<file path="src/rtl/cpu16_pkg.sv">
// Shared definitions for the 16-bit multi-cycle CPU control path:
// opcode map, ALU/mux encodings, sequencer states and instruction classes.
package cpu16_pkg;

  localparam logic [3:0] OP_RLOGIC = 4'b0000;
  localparam logic [3:0] OP_RARITH = 4'b0001;
  localparam logic [3:0] OP_SHIFT  = 4'b0010;
  localparam logic [3:0] OP_ADDI   = 4'b1001;
  localparam logic [3:0] OP_SUBI   = 4'b1010;
  localparam logic [3:0] OP_SLTI   = 4'b1011;
  localparam logic [3:0] OP_LW     = 4'b1100;
  localparam logic [3:0] OP_SW     = 4'b1101;
  localparam logic [3:0] OP_BEQ    = 4'b1111;

  localparam logic [1:0] ALU_OP_ADD   = 2'b00;
  localparam logic [1:0] ALU_OP_SUB   = 2'b01;
  localparam logic [1:0] ALU_OP_FUNCT = 2'b10;
  localparam logic [1:0] ALU_OP_IMM   = 2'b11;

  localparam logic [1:0] ALUSRCB_REG     = 2'b00;
  localparam logic [1:0] ALUSRCB_CONST2  = 2'b01;
  localparam logic [1:0] ALUSRCB_IMM     = 2'b10;
  localparam logic [1:0] ALUSRCB_IMM_SH1 = 2'b11;

  typedef enum logic [3:0] {
    S_FETCH,
    S_DECODE,
    S_EXEC_R,
    S_EXEC_I,
    S_WB_ALU,
    S_MEM_ADDR,
    S_MEM_RD,
    S_MEM_WR,
    S_WB_MEM,
    S_BRANCH
  } state_e;

  typedef enum logic [2:0] {
    CLS_R,
    CLS_I,
    CLS_LW,
    CLS_SW,
    CLS_BEQ,
    CLS_ILL
  } class_e;

  // Map a raw opcode onto its instruction class.
  function automatic class_e decode_class(input logic [3:0] op);
    class_e cls;
    case (op)
      OP_RLOGIC, OP_RARITH, OP_SHIFT: cls = CLS_R;
      OP_ADDI, OP_SUBI, OP_SLTI:      cls = CLS_I;
      OP_LW:                          cls = CLS_LW;
      OP_SW:                          cls = CLS_SW;
      OP_BEQ:                         cls = CLS_BEQ;
      default:                        cls = CLS_ILL;
    endcase
    return cls;
  endfunction

endpackage

</file>
<file path="src/rtl/multicycle_output_decode.sv">
// Moore output decode for the multi-cycle sequencer. Only ir_write/pc_write
// in FETCH see mem_ready, only pc_write_cond sees zero, and only illegal sees
// the live opcode class.
module multicycle_output_decode
  import cpu16_pkg::*;
(
  input  logic       reset,
  input  state_e     state,
  input  class_e     cls,
  input  logic       illegal_op,
  input  logic       zero,
  input  logic       mem_ready,
  output logic       mem_read,
  output logic       mem_write,
  output logic       i_or_d,
  output logic       ir_write,
  output logic       pc_write,
  output logic       pc_write_cond,
  output logic       pc_src,
  output logic       alu_src_a,
  output logic [1:0] alu_src_b,
  output logic [1:0] alu_op,
  output logic       reg_dst,
  output logic       mem_to_reg,
  output logic       reg_write,
  output logic       illegal
);

  // Per-state control word; everything is held low while reset is asserted
  // so an in-flight memory request is dropped in the same cycle.
  always_comb begin
    mem_read      = 1'b0;
    mem_write     = 1'b0;
    i_or_d        = 1'b0;
    ir_write      = 1'b0;
    pc_write      = 1'b0;
    pc_write_cond = 1'b0;
    pc_src        = 1'b0;
    alu_src_a     = 1'b0;
    alu_src_b     = ALUSRCB_REG;
    alu_op        = ALU_OP_ADD;
    reg_dst       = 1'b0;
    mem_to_reg    = 1'b0;
    reg_write     = 1'b0;
    illegal       = 1'b0;
    if (!reset) begin
      case (state)
        S_FETCH: begin
          mem_read  = 1'b1;
          alu_src_b = ALUSRCB_CONST2;
          ir_write  = mem_ready;
          pc_write  = mem_ready;
        end
        S_DECODE: begin
          alu_src_b = ALUSRCB_IMM_SH1;
          illegal   = illegal_op;
        end
        S_EXEC_R: begin
          alu_src_a = 1'b1;
          alu_op    = ALU_OP_FUNCT;
        end
        S_EXEC_I: begin
          alu_src_a = 1'b1;
          alu_src_b = ALUSRCB_IMM;
          alu_op    = ALU_OP_IMM;
        end
        S_WB_ALU: begin
          reg_write = 1'b1;
          reg_dst   = (cls == CLS_R);
        end
        S_MEM_ADDR: begin
          alu_src_a = 1'b1;
          alu_src_b = ALUSRCB_IMM;
        end
        S_MEM_RD: begin
          mem_read = 1'b1;
          i_or_d   = 1'b1;
        end
        S_MEM_WR: begin
          mem_write = 1'b1;
          i_or_d    = 1'b1;
        end
        S_WB_MEM: begin
          reg_write  = 1'b1;
          mem_to_reg = 1'b1;
        end
        S_BRANCH: begin
          alu_src_a     = 1'b1;
          alu_op        = ALU_OP_SUB;
          pc_src        = 1'b1;
          pc_write_cond = zero;
        end
        default: ;
      endcase
    end
  end

endmodule

</file>
<file path="src/rtl/multicycle_control_fsm.sv">
// Multi-cycle sequencer for the 16-bit CPU: state register, latched
// instruction class and retired-instruction counter.
//
// state      | meaning
// S_FETCH    | read instruction at PC, wait for mem_ready, PC += 2
// S_DECODE   | branch target into ALUOut, latch class, flag illegal
// S_EXEC_R   | R-type ALU operation on A, B
// S_EXEC_I   | immediate ALU operation on A, imm
// S_WB_ALU   | write ALUOut to rd (R) or rt (I); retire
// S_MEM_ADDR | effective address A + imm
// S_MEM_RD   | data read at ALUOut, wait for mem_ready
// S_MEM_WR   | data write at ALUOut, wait for mem_ready; retire
// S_WB_MEM   | write MDR to rt; retire
// S_BRANCH   | compare A, B; PC <= ALUOut when zero; retire
module multicycle_control_fsm
  import cpu16_pkg::*;
#(
  parameter int CNT_W = 16
) (
  input  logic             clk,
  input  logic             reset,
  input  logic [3:0]       opcode,
  input  logic             zero,
  input  logic             mem_ready,
  output logic             mem_read,
  output logic             mem_write,
  output logic             i_or_d,
  output logic             ir_write,
  output logic             pc_write,
  output logic             pc_write_cond,
  output logic             pc_src,
  output logic             alu_src_a,
  output logic [1:0]       alu_src_b,
  output logic [1:0]       alu_op,
  output logic             reg_dst,
  output logic             mem_to_reg,
  output logic             reg_write,
  output logic             illegal,
  output logic [CNT_W-1:0] instr_count
);

  state_e           state_q, state_d;
  class_e           class_q, class_d;
  logic [CNT_W-1:0] count_q, count_d;
  class_e           class_live;
  logic             retire;

  assign class_live  = decode_class(opcode);
  assign instr_count = count_q;

  // Next state, class latch and retire strobe.
  always_comb begin
    state_d = state_q;
    class_d = class_q;
    retire  = 1'b0;
    case (state_q)
      S_FETCH:  if (mem_ready) state_d = S_DECODE;
      S_DECODE: begin
        class_d = class_live;
        case (class_live)
          CLS_R:          state_d = S_EXEC_R;
          CLS_I:          state_d = S_EXEC_I;
          CLS_LW, CLS_SW: state_d = S_MEM_ADDR;
          CLS_BEQ:        state_d = S_BRANCH;
          default:        state_d = S_FETCH;
        endcase
      end
      S_EXEC_R, S_EXEC_I: state_d = S_WB_ALU;
      S_MEM_ADDR: state_d = (class_q == CLS_LW) ? S_MEM_RD : S_MEM_WR;
      S_MEM_RD: if (mem_ready) state_d = S_WB_MEM;
      S_MEM_WR: begin
        if (mem_ready) begin
          state_d = S_FETCH;
          retire  = 1'b1;
        end
      end
      S_WB_ALU, S_WB_MEM, S_BRANCH: begin
        state_d = S_FETCH;
        retire  = 1'b1;
      end
      default: state_d = S_FETCH;
    endcase
    count_d = count_q + {{(CNT_W-1){1'b0}}, retire};
  end

  // State, class and counter registers with synchronous reset.
  always_ff @(posedge clk) begin
    if (reset) begin
      state_q <= S_FETCH;
      class_q <= CLS_R;
      count_q <= '0;
    end else begin
      state_q <= state_d;
      class_q <= class_d;
      count_q <= count_d;
    end
  end

  multicycle_output_decode u_output_decode (
    .reset         (reset),
    .state         (state_q),
    .cls           (class_q),
    .illegal_op    (class_live == CLS_ILL),
    .zero          (zero),
    .mem_ready     (mem_ready),
    .mem_read      (mem_read),
    .mem_write     (mem_write),
    .i_or_d        (i_or_d),
    .ir_write      (ir_write),
    .pc_write      (pc_write),
    .pc_write_cond (pc_write_cond),
    .pc_src        (pc_src),
    .alu_src_a     (alu_src_a),
    .alu_src_b     (alu_src_b),
    .alu_op        (alu_op),
    .reg_dst       (reg_dst),
    .mem_to_reg    (mem_to_reg),
    .reg_write     (reg_write),
    .illegal       (illegal)
  );

endmodule

</file>
<file path="config.mk">
export PLATFORM = sky130hd
export DESIGN_NAME = multicycle_control_fsm
export DESIGN_NICKNAME = d
export VERILOG_FILES = /design/src/rtl/cpu16_pkg.sv /design/src/rtl/multicycle_output_decode.sv /design/src/rtl/multicycle_control_fsm.sv
export SDC_FILE = /design/constraint.sdc
export NUM_CORES = 1
export LEC_CHECK = 0
export CAP_MARGIN = 10
export CORE_ASPECT_RATIO = 1.25
export CORE_UTILIZATION = 47
export DETAILED_ROUTE_END_ITERATION = 7
export GPL_ROUTABILITY_DRIVEN = 0
export PLACE_DENSITY_LB_ADDON = 0.2
export SLEW_MARGIN = 0
export SYNTH_ARGS = -nofsm -noshare
export SYNTH_HDL_FRONTEND = slang
export SYNTH_SLANG_ARGS = --single-unit
</file>
<file path="constraint.sdc">
create_clock -name clk -period 2.4 [get_ports clk]
set_clock_uncertainty 0.1 [all_clocks]
set_input_delay 0.36 -clock clk [delete_from_list [all_inputs] [get_ports clk]]
set_output_delay 0.36 -clock clk [all_outputs]
set_load 0.05 [all_outputs]
</file>
==> metrics.md, run 1 <==
| Metric | Value |
|---|---|
| Clock buffer depth | 2 |
| CTS Hold Bufs | 0 |
| Worst relative slew slack | 0.657 |
| CTS tree | yes |
| H-tree levels | 1 |
| Post-Synth Adder-Cell Area | 0.0369 |
| Filler cells | 207 |
| Final setup violation count | 0 |
| Most common cell after layout, fill and taps aside | nor2_1 |
| Vias in the first global route | 1357 |
| Global route overflow | 0 |
| Core Box Area | 0.00271 sq mm |
| Detailed Place HPWL | 2.81 mm |
| Synth Cell Area | 0.00136 sq mm |
| Mean Syn Cell Area | 8.03 sq um |
| Worst-path fanout max | 5 |
| Initial Utilization | 0.502 |
| Share of cells above drive strength 1 | 0.237 |
| Via Count | 1404 |
| PortBufs | 39 |
| Post-synthesis sequential area ratio | 0.339 |
| Data required time of the worst path | 1.94 ns |
| GRT Overall Usage | 0.250 |
| Critical path type | reg2out |
| Synth Area in XOR/XNOR | 0.0968 |
| Outcome | finished clean |
| Initial antenna violation count | 0 |
| Die area | 0.00311 sq mm |
| Multi-input logic area | 848 sq um |
| First-pass GRT wire length | 5.86 mm |
| Starting DRC count in detailed routing | 55 |
| Tcrit/Tclk final | 0.964 |
| Cell leakage power | 0.810 nW |
| Antenna Nets Post-Route | 0 |
| Final min period | 2.31 ns |
| Vias/cell | 5.64 |
| Routed WL per cell | 14.9 um |
| Setup TNS | 0 ns |
| Diodes inserted | 0 |
| Main combinational cell family by area after synthesis | simple AND/OR/NAND/NOR gates |
| Synthesized Nets | 181 |
| Startpoint types | register |
| Hold WC Path Type | reg2reg |
| Pre-CTS setup slack | -0.139 ns |
| Worst path arrival time | 1.85 ns |
| Synth Area in Compound Gates | 0.0940 |
| Yosys cell types | 40 |
| Final Hold Fails | 0 |
| Drt pass-1 iters | 4 |
| Nets | 228 |
| Max Cap Violations | 0 |
| Post-synth ARST share | 0 |
| Final Max Slew Viols | 0 |
| I/O pins | 40 |
| Sink Count | 23 |
| Sequential standard cell area | 467 sq um |
| Mapped Cells | 169 |
| Power Total | 0.884 mW |
| Top FF cell, synth | dfxtp_1 |
| Fmax | 432 MHz |
| #FFs+latches synth | 23 |
| Die width | 50.1 um |
| Largest net degree at the start of global routing | 32 |
| Simple-gate share of the synthesized area | 0.347 |
| Clock root buffer | clkbuf_4 |
| Die Y | 62.1 um |
| Synth warn | 0 |
| Setup ws final | 0.0856 ns |
| Num CTS Buffers | 3 |
| Pwr per Cell Area | 425 mW/mm^2 |
| Skew-Pair Late Insertion Delay | 0.33 ns |
| Total wire length | 3.72 mm |
| Clk slew on worst S/H paths | 0.13 ns |
| # rows | 21 |
| Mux cell area share after synthesis | 0.0230 |
| Number of flops mapped to enable cells by yosys | 0 |
| Most frequent cells in the layout | nor2_1, clkdlybuf4s50_1, dfxtp_1 |
| DR DRC count | 0 |
| Post-layout util | 0.768 |
| Worst VDD drop | 0.000490 V |
| CP endpoint kind | primary output |
| Layout Area Growth over Synthesis | 53.2% |
| Unrepaired setup endpoints after global routing | false |
| Worst-Margin Slew | 0.513 ns |
==> report_power, final <==
group | switching (mW) | internal, mW | leakage (nW) | total, mW
Clock | 0.126 | 0.0639 | 0.0139 | 0.190
Sequential | 0.0177 | 0.395 | 0.187 | 0.412
Combinational | 0.148 | 0.133 | 0.608 | 0.282
==> final timing paths <==
check | from | endpoint | slack (ns) | cells after the start
worst min register to register | class_q[0]$_SDFFE_PP0P_ | class_q[0]$_SDFFE_PP0P_ | 0.44 | 2
worst min-delay path | class_q[0]$_SDFFE_PP0P_ | class_q[0]$_SDFFE_PP0P_ | 0.44 | 2
worst max-delay path | state_q[3]$_SDFFE_PP0P_ | illegal | 0.09 | 5
worst max register to register | state_q[3]$_SDFFE_PP0P_ | instr_count[8]$_SDFF_PP0_ | 0.20 | 8
==> cell families after synthesis <==
group | Yosys count
AO/OA/AOI/OAI | 17
XOR/XNOR | 15
adder cells (fa/ha/maj) | 4
buffers and inverters | 17
flip-flops | 23
multiplexers | 3
AND/OR/NAND/NOR | 90
==> stage by stage <==
step	cell area [sq um]	cells	hold WS, ns
finish	2080	249	0.437
floorplan	1390	169	0.371
global placement	2030	244	0.390
detailed placement	2030	244	0.409
global route	2080	249	0.472
CTS	2080	249	0.435
==> synthesized netlist by cell type, types with 5 or more instances <==
| library cell | n | share of area |
|---|---|---|
| nand3_1 | 5 | 0.018 |
| xor2_1 | 8 | 0.052 |
| nand4_1 | 5 | 0.023 |
| dfxtp_1 | 23 | 0.34 |
| nor2_1 | 31 | 0.086 |
| clkbuf_1 | 6 | 0.017 |
| inv_1 | 5 | 0.014 |
| xnor2_1 | 7 | 0.045 |
| nor3_1 | 8 | 0.029 |
| nand2_1 | 12 | 0.033 |
| nor4_1 | 5 | 0.023 |
==> routing by layer <==
layer  share of wire  GRT usage  vias up
met4           0.023      0.131        0
met3           0.041     0.0268       11
met5               0          0        -
met2            0.55      0.503       52
li1                -          -      678
met1            0.38      0.255      663
==> layout make-up <==
| type | count | share of cell area |
|---|---|---|
| Clock inverter | 1 | 0.00361 |
| Tap cell | 34 | 0.0205 |
| Clock buffer | 3 | 0.0108 |
| Timing Repair Buffer | 54 | 0.324 |
| Multi-Input combinational cell | 129 | 0.408 |
| Sequential cell | 23 | 0.224 |
| Inverter | 5 | 0.00903 |
==> sequential cells by signal, summed over array words and instances, names as in the netlist <==
signal	flops
instr_count	16
state_q	4
class_q	3
==> critical path, cell delays in order, from the launching register on <==
cell	delay (ns)
dfxtp_1	0.39
or4b_4	0.57
nor2_2	0.14
nand2_1	0.09
nor3_2	0.18
buf_12	0.17
==> what timing repair did <==
item	in CTS	in global routing
setup buffers	1	0
gates cloned	0	0
setup endpoints to repair	1	2
resized for setup	7	1
pin swaps	2	1
Note: power is estimated with default switching activity, not from simulation.
==> run 2: changes to the inputs <==
--- a/config.mk
+++ b/config.mk
@@ -15,3 +15,4 @@
 export SYNTH_ARGS = -nofsm -noshare
 export SYNTH_HDL_FRONTEND = slang
 export SYNTH_SLANG_ARGS = --single-unit
+export TNS_END_PERCENT = 5
==> metrics.md, run 2 (synthesis gave the netlist of run 1 again) <==
| Metric | Value |
|---|---|
| Met2 WL | 2.12 mm (was 2.05 mm) |
| Outcome | finished clean (unchanged) |
| # rows | 21 (unchanged) |
| Vias in the first global route | 1339 (was 1357) |
| Detailed Place HPWL | 2.74 mm (was 2.81 mm) |
| Sink Count | 23 (unchanged) |
| Crit path launch | state_q[1]$_SDFFE_PP0P_ (was state_q[3]$_SDFFE_PP0P_) |
| Worst-Margin Slew | 0.501 ns (was 0.513 ns) |
| DR DRC count | 0 (unchanged) |
| Crit path to | illegal (unchanged) |
| Worst relative slew slack | 0.665 (was 0.657) |
| CTS Hold Bufs | 0 (unchanged) |
| Initial antenna violation count | 0 (unchanged) |
| Tcrit/Tclk final | 0.969 (was 0.964) |
| CP max stage delay | 0.56 ns (was 0.57 ns) |
| Global route overflow | 0 (unchanged) |
| Die area | 0.00311 sq mm (unchanged) |
| I/O pins | 40 (unchanged) |
| Final Hold Fails | 0 (unchanged) |
| Cells on worst reg2reg path | 7 (was 8) |
| Critical path type | reg2out (unchanged) |
| Max Cap Violations | 0 (unchanged) |
| CTS tree | yes (unchanged) |
| Final setup violation count | 0 (unchanged) |
| Startpoint types | register (unchanged) |
| Setup TNS | 0 ns (unchanged) |
| H-tree levels | 1 (unchanged) |
| Routed WL per cell | 14.2 um (was 14.9 um) |
| Total wire length | 3.67 mm (was 3.72 mm) |
| Clk slew on worst S/H paths | 0.13 ns (about the same) |
| Fmax | 430 MHz (was 432 MHz) |
| Layout Area Growth over Synthesis | 57.2% (was 53.2%) |
| Die width | 50.1 um (unchanged) |
| Pwr per Cell Area | 418 mW/mm^2 (was 425 mW/mm^2) |
| Nets | 237 (was 228) |
| Worst path arrival time | 1.86 ns (was 1.85 ns) |
| Via Count | 1428 (was 1404) |
| Die Y | 62.1 um (unchanged) |
| Clock root buffer | clkbuf_4 (unchanged) |
| Drt pass-1 iters | 4 (unchanged) |
| First-pass GRT wire length | 5.64 mm (was 5.86 mm) |
| Initial Utilization | 0.502 (unchanged) |
| Final min period | 2.32 ns (was 2.31 ns) |
| Most common cell after layout, fill and taps aside | nor2_1 (unchanged) |
| Clock buffer depth | 2 (unchanged) |
| Data required time of the worst path | 1.94 ns (about the same) |
| Pre-CTS setup slack | -0.0719 ns (was -0.139 ns) |
| PortBufs | 39 (unchanged) |
| Largest net degree at the start of global routing | 19 (was 32) |
| CP endpoint kind | primary output (unchanged) |
| Vias/cell | 5.53 (was 5.64) |
| Slowest stage cell, crit path | or4b_4 (unchanged) |
| Hold WC Path Type | reg2reg (unchanged) |
| Fin Hold WS | 0.424 ns (was 0.437 ns) |
| Most frequent cells in the layout | nor2_1, buf_4, clkdlybuf4s50_1 (was nor2_1, clkdlybuf4s50_1, dfxtp_1) |
| WL met1 | 1.36 mm (was 1.43 mm) |
| DR top layer | met4 (unchanged) |
| Worst VDD drop | 0.000313 V (was 0.000490 V) |
| Power Total | 0.892 mW (was 0.884 mW) |
| Metal3 WL | 128 um (was 153 um) |
| Reg-to-reg endpoint | instr_count[14]$_SDFF_PP0_ (was instr_count[8]$_SDFF_PP0_) |
| Antenna Nets Post-Route | 0 (unchanged) |
| Worst R2R Start | state_q[2]$_SDFFE_PP0P_ (was state_q[3]$_SDFFE_PP0P_) |
| R2r setup slk | 0.27 ns (was 0.20 ns) |
| Cell leakage power | 0.867 nW (was 0.810 nW) |
| Starting DRC count in detailed routing | 26 (was 55) |
| Skew-Pair Late Insertion Delay | 0.30 ns (was 0.33 ns) |
| Diodes inserted | 0 (unchanged) |
| Final Max Slew Viols | 0 (unchanged) |
| Core Box Area | 0.00271 sq mm (unchanged) |
| Worst-path fanout max | 6 (was 5) |
| GRT Overall Usage | 0.233 (was 0.250) |
| Cell Chain, Critical Path | or4b_4 > nor2_1 > nand2_1 > nor3_2 > clkbuf_16 (was or4b_4 > nor2_2 > nand2_1 > nor3_2 > buf_12) |
| Setup ws final | 0.0752 ns (was 0.0856 ns) |
| Share of cells above drive strength 1 | 0.259 (was 0.237) |
| Num CTS Buffers | 3 (unchanged) |
| Largest register FFs | 16 (unchanged) |
==> run 2: repair_timing <==
item	in CTS	in global routing
pin swaps	0	2
hold endpoints to repair	0	0
buffers inserted	0	6
gates cloned	0	0
gates resized for setup	3	8
endpoints found under the setup margin	1	1
==> run 2: critical path: cells and delay by family (launching register included) <==
kind	cells	cell delay, ns
buffers and inverters	1	0.20
flip-flops	1	0.37
AND/OR/NAND/NOR	4	0.99
==> run 2: how the worst min path moves through the flow <==
stage	cells past startpoint	slack, ns	endpoint	startpoint
global placement	2	0.39	class_q[0]$_SDFFE_PP0P_	class_q[0]$_SDFFE_PP0P_
floorplan	2	0.37	class_q[1]$_SDFFE_PP0P_	class_q[1]$_SDFFE_PP0P_
finish	2	0.42	class_q[0]$_SDFFE_PP0P_	class_q[0]$_SDFFE_PP0P_
detailed placement	2	0.40	class_q[0]$_SDFFE_PP0P_	class_q[0]$_SDFFE_PP0P_
global route	2	0.47	class_q[1]$_SDFFE_PP0P_	class_q[1]$_SDFFE_PP0P_
CTS	2	0.43	class_q[0]$_SDFFE_PP0P_	class_q[0]$_SDFFE_PP0P_
==> run 2: through the flow <==
stage               instance area, sq um   util  std cells
detailed placement                  2030  0.751        248
global route                        2130  0.789        258
finish                              2130  0.789        258
CTS                                 2060  0.763        252
global placement                    2030  0.751        248
floorplan                           1370      -        169
==> run 2: report_power, final <==
group / leakage [nW] / internal [mW] / switching, mW / total [mW]
clock: 0.0177 / 0.0620 / 0.113 / 0.175
sequential: 0.187 / 0.394 / 0.0157 / 0.410
combinational: 0.661 / 0.152 / 0.155 / 0.307
==> run 2: layer usage <==
layer	track usage	up-vias
met5	0	-
met4	0.0857	0
met3	0.0195	4
met2	0.490	34
met1	0.237	695
li1	-	695
==> run 2: layout make-up <==
type / count / area [sq um]
Clock inverter: 1 / 5.00
Clock buffer: 3 / 22.5
Tap cell: 34 / 42.5
Inverter: 5 / 18.8
Fill cell: 178 / 572
Sequential cell: 23 / 467
Multi-Input combinational cell: 129 / 838
Timing Repair Buffer: 63 / 741
==> run 3: changes to the inputs <==
--- a/config.mk
+++ b/config.mk
@@ -7,7 +7,10 @@
 export LEC_CHECK = 0
 export CAP_MARGIN = 10
 export CORE_ASPECT_RATIO = 1.25
+export CORE_MARGIN = 8
 export CORE_UTILIZATION = 47
+export CTS_CLUSTER_DIAMETER = 60
+export CTS_CLUSTER_SIZE = 14
 export DETAILED_ROUTE_END_ITERATION = 7
 export GPL_ROUTABILITY_DRIVEN = 0
 export PLACE_DENSITY_LB_ADDON = 0.2
==> metrics.md, run 3 (synthesis gave the netlist of run 1 again) <==
| Metric | Value |
|---|---|
| Outcome | finished clean (unchanged) |
| Crit path launch | state_q[3]$_SDFFE_PP0P_ (was state_q[1]$_SDFFE_PP0P_) |
| Nets | 232 (was 237) |
| Skew-Pair Late Insertion Delay | 0.31 ns (was 0.30 ns) |
| Die Y | 76.1 um (was 62.1 um) |
| GRT Overall Usage | 0.153 (was 0.233) |
| Met2 Use GR | 0.284 (was 0.490) |
| Core Box Area | 0.00284 sq mm (was 0.00271 sq mm) |
| Via Count | 1394 (was 1428) |
| PortBufs | 39 (unchanged) |
| Most frequent cells in the layout | nor2_1, clkdlybuf4s50_1, dfxtp_1, buf_4, buf_12 (was nor2_1, buf_4, clkdlybuf4s50_1) |
| CTS Hold Bufs | 0 (unchanged) |
| Placed Instance Area | 0.00203 sq mm (about the same) |
| Largest net degree at the start of global routing | 19 (unchanged) |
| Largest register FFs | 16 (unchanged) |
| Busiest layer in global routing | met2 (unchanged) |
| Total wire length | 3.67 mm (about the same) |
| I/O pins | 40 (unchanged) |
| Most common cell after layout, fill and taps aside | nor2_1 (unchanged) |
| Pwr per Cell Area | 416 mW/mm^2 (was 418 mW/mm^2) |
| Layout Area Growth over Synthesis | 55.7% (was 57.2%) |
| Startpoint types | register (unchanged) |
| # rows | 22 (was 21) |
| Critical path type | reg2out (unchanged) |
| Cells on worst reg2reg path | 9 (was 7) |
| Vias in the first global route | 1399 (was 1339) |
| CP endpoint kind | primary output (unchanged) |
| First-pass GRT wire length | 6.34 mm (was 5.64 mm) |
| Final Max Slew Viols | 0 (unchanged) |
| Final min period | 2.32 ns (about the same) |
| H-tree levels | 1 (unchanged) |
| Fin area | 0.00211 sq mm (was 0.00213 sq mm) |
| Global route overflow | 0 (unchanged) |
| CTS tree | yes (unchanged) |
| R2r setup slk | 0.28 ns (was 0.27 ns) |
| Fmax | 432 MHz (was 430 MHz) |
| Vias/cell | 5.47 (was 5.53) |
| Cell leakage power | 0.840 nW (was 0.867 nW) |
| Worst R2R Start | state_q[3]$_SDFFE_PP0P_ (was state_q[2]$_SDFFE_PP0P_) |
| DR DRC count | 0 (unchanged) |
| Die width | 64.1 um (was 50.1 um) |
| Hold WC Path Type | reg2reg (unchanged) |
| Cell Chain, Critical Path | or4b_4 > nor2_4 > nand2_1 > nor3_2 > clkbuf_16 (was or4b_4 > nor2_1 > nand2_1 > nor3_2 > clkbuf_16) |
| Fin Hold WS | 0.443 ns (was 0.424 ns) |
| Share of cells above drive strength 1 | 0.251 (was 0.259) |
| Worst-Margin Slew | 0.510 ns (was 0.501 ns) |
| Max Cap Violations | 0 (unchanged) |
| Worst path arrival time | 1.86 ns (about the same) |
| Worst-path fanout max | 3 (was 6) |
| Drt pass-1 iters | 4 (unchanged) |
| Worst relative slew slack | 0.659 (was 0.665) |
| Clock buffer depth | 2 (unchanged) |
| Setup TNS | 0 ns (unchanged) |
| Starting DRC count in detailed routing | 49 (was 26) |
| Initial antenna violation count | 0 (unchanged) |
| Reg-to-reg endpoint | instr_count[8]$_SDFF_PP0_ (was instr_count[14]$_SDFF_PP0_) |
| Detailed Place HPWL | 2.89 mm (was 2.74 mm) |
| Clk slew on worst S/H paths | 0.14 ns (was 0.13 ns) |
| Hold Startpoint | class_q[0]$_SDFFE_PP0P_ (unchanged) |
| Final Hold Fails | 0 (unchanged) |
| Met3 Track Usage GR | 0.0426 (was 0.0195) |
| Routed WL per cell | 14.4 um (was 14.2 um) |
| Data required time of the worst path | 1.94 ns (about the same) |
| Tcrit/Tclk final | 0.965 (was 0.969) |
| Min-Delay Path Depth | 2 (unchanged) |
| Slowest stage cell, crit path | or4b_4 (unchanged) |
| Final setup violation count | 0 (unchanged) |
| Initial Utilization | 0.479 (was 0.502) |
| Num CTS Buffers | 3 (unchanged) |
| Diodes inserted | 0 (unchanged) |
| Sink Count | 23 (unchanged) |
| Die area | 0.00488 sq mm (was 0.00311 sq mm) |
| Hold Crit Endpoint | class_q[0]$_SDFFE_PP0P_ (unchanged) |
| Post-layout util | 0.745 (was 0.789) |
| Met1 usage | 0.156 (was 0.237) |
| Worst VDD drop | 0.000367 V (was 0.000313 V) |
| Clock root buffer | clkbuf_4 (unchanged) |
| CP max stage delay | 0.56 ns (about the same) |
| Antenna Nets Post-Route | 0 (unchanged) |
## run 3: changes by cell type in the layout (fill, tap and decap cells not counted)
cell | previous run | this run
buf_4 | 24 | 19
clkinv_2 | 1 | 0
clkinvlp_4 | 0 | 1
dfxtp_1 | 20 | 19
dfxtp_4 | 1 | 2
nor2_1 | 31 | 30
nor2_4 | 0 | 1
## run 3: stage by stage
stage | total power [mW] | setup slack [ns] | instances
floorplan | 0.580 | -0.425 | 169
global placement | 0.686 | -0.0181 | 249
detailed placement | 0.693 | -0.0676 | 249
CTS | 0.873 | 0.00537 | 253
global route | 0.931 | -0.0258 | 255
finish | 0.879 | 0.0840 | 255
## run 3: cell type report
cell class                      count  area [sq um]
Inverter                            5          18.8
Timing Repair Buffer               58           703
Sequential cell                    23           470
Fill cell                         218           722
Multi-Input combinational cell    129           846
Clock inverter                      1          7.51
Tap cell                           36          45.0
Clock buffer                        3          22.5
## run 3: worst max-delay path by stage
stage	cells past startpoint	to	slack [ns]
2_1_floorplan	4	pc_write_cond	-0.43
3_3_place_gp	10	instr_count[8]$_SDFF_PP0_	-0.02
3_5_place_dp	10	instr_count[8]$_SDFF_PP0_	-0.07
4_1_cts	5	illegal	0.005
5_1_grt	5	illegal	-0.03
6_report	5	illegal	0.08
## run 3: power by group
part	switching, mW	leakage, nW	total, mW	internal [mW]
clock	0.118	0.0139	0.182	0.0635
sequential	0.0152	0.188	0.409	0.393
combinational	0.150	0.638	0.289	0.139
## run 3: worst max-delay path, delay by kind of cell (launching register included)
family | cells | cell delay, ns
and+or+nand+nor | 4 | 0.96
DFF | 1 | 0.37
buffers and inverters | 1 | 0.20
## run 3: routing by layer
layer  up-vias  wire [um]
li1        687          -
met1       661       1470
met2        42       1950
met3         4        204
met4         0         37
met5         -          0
## run 3: timing repair
| item | CTS | global route |
|---|---|---|
| gates cloned | 0 | 0 |
| pin swaps | 0 | 2 |
| hold endpoints to repair | 0 | 0 |
| resized for setup | 1 | 14 |
| buffers inserted | 0 | 2 |
| endpoints found under the setup margin | 1 | 1 |
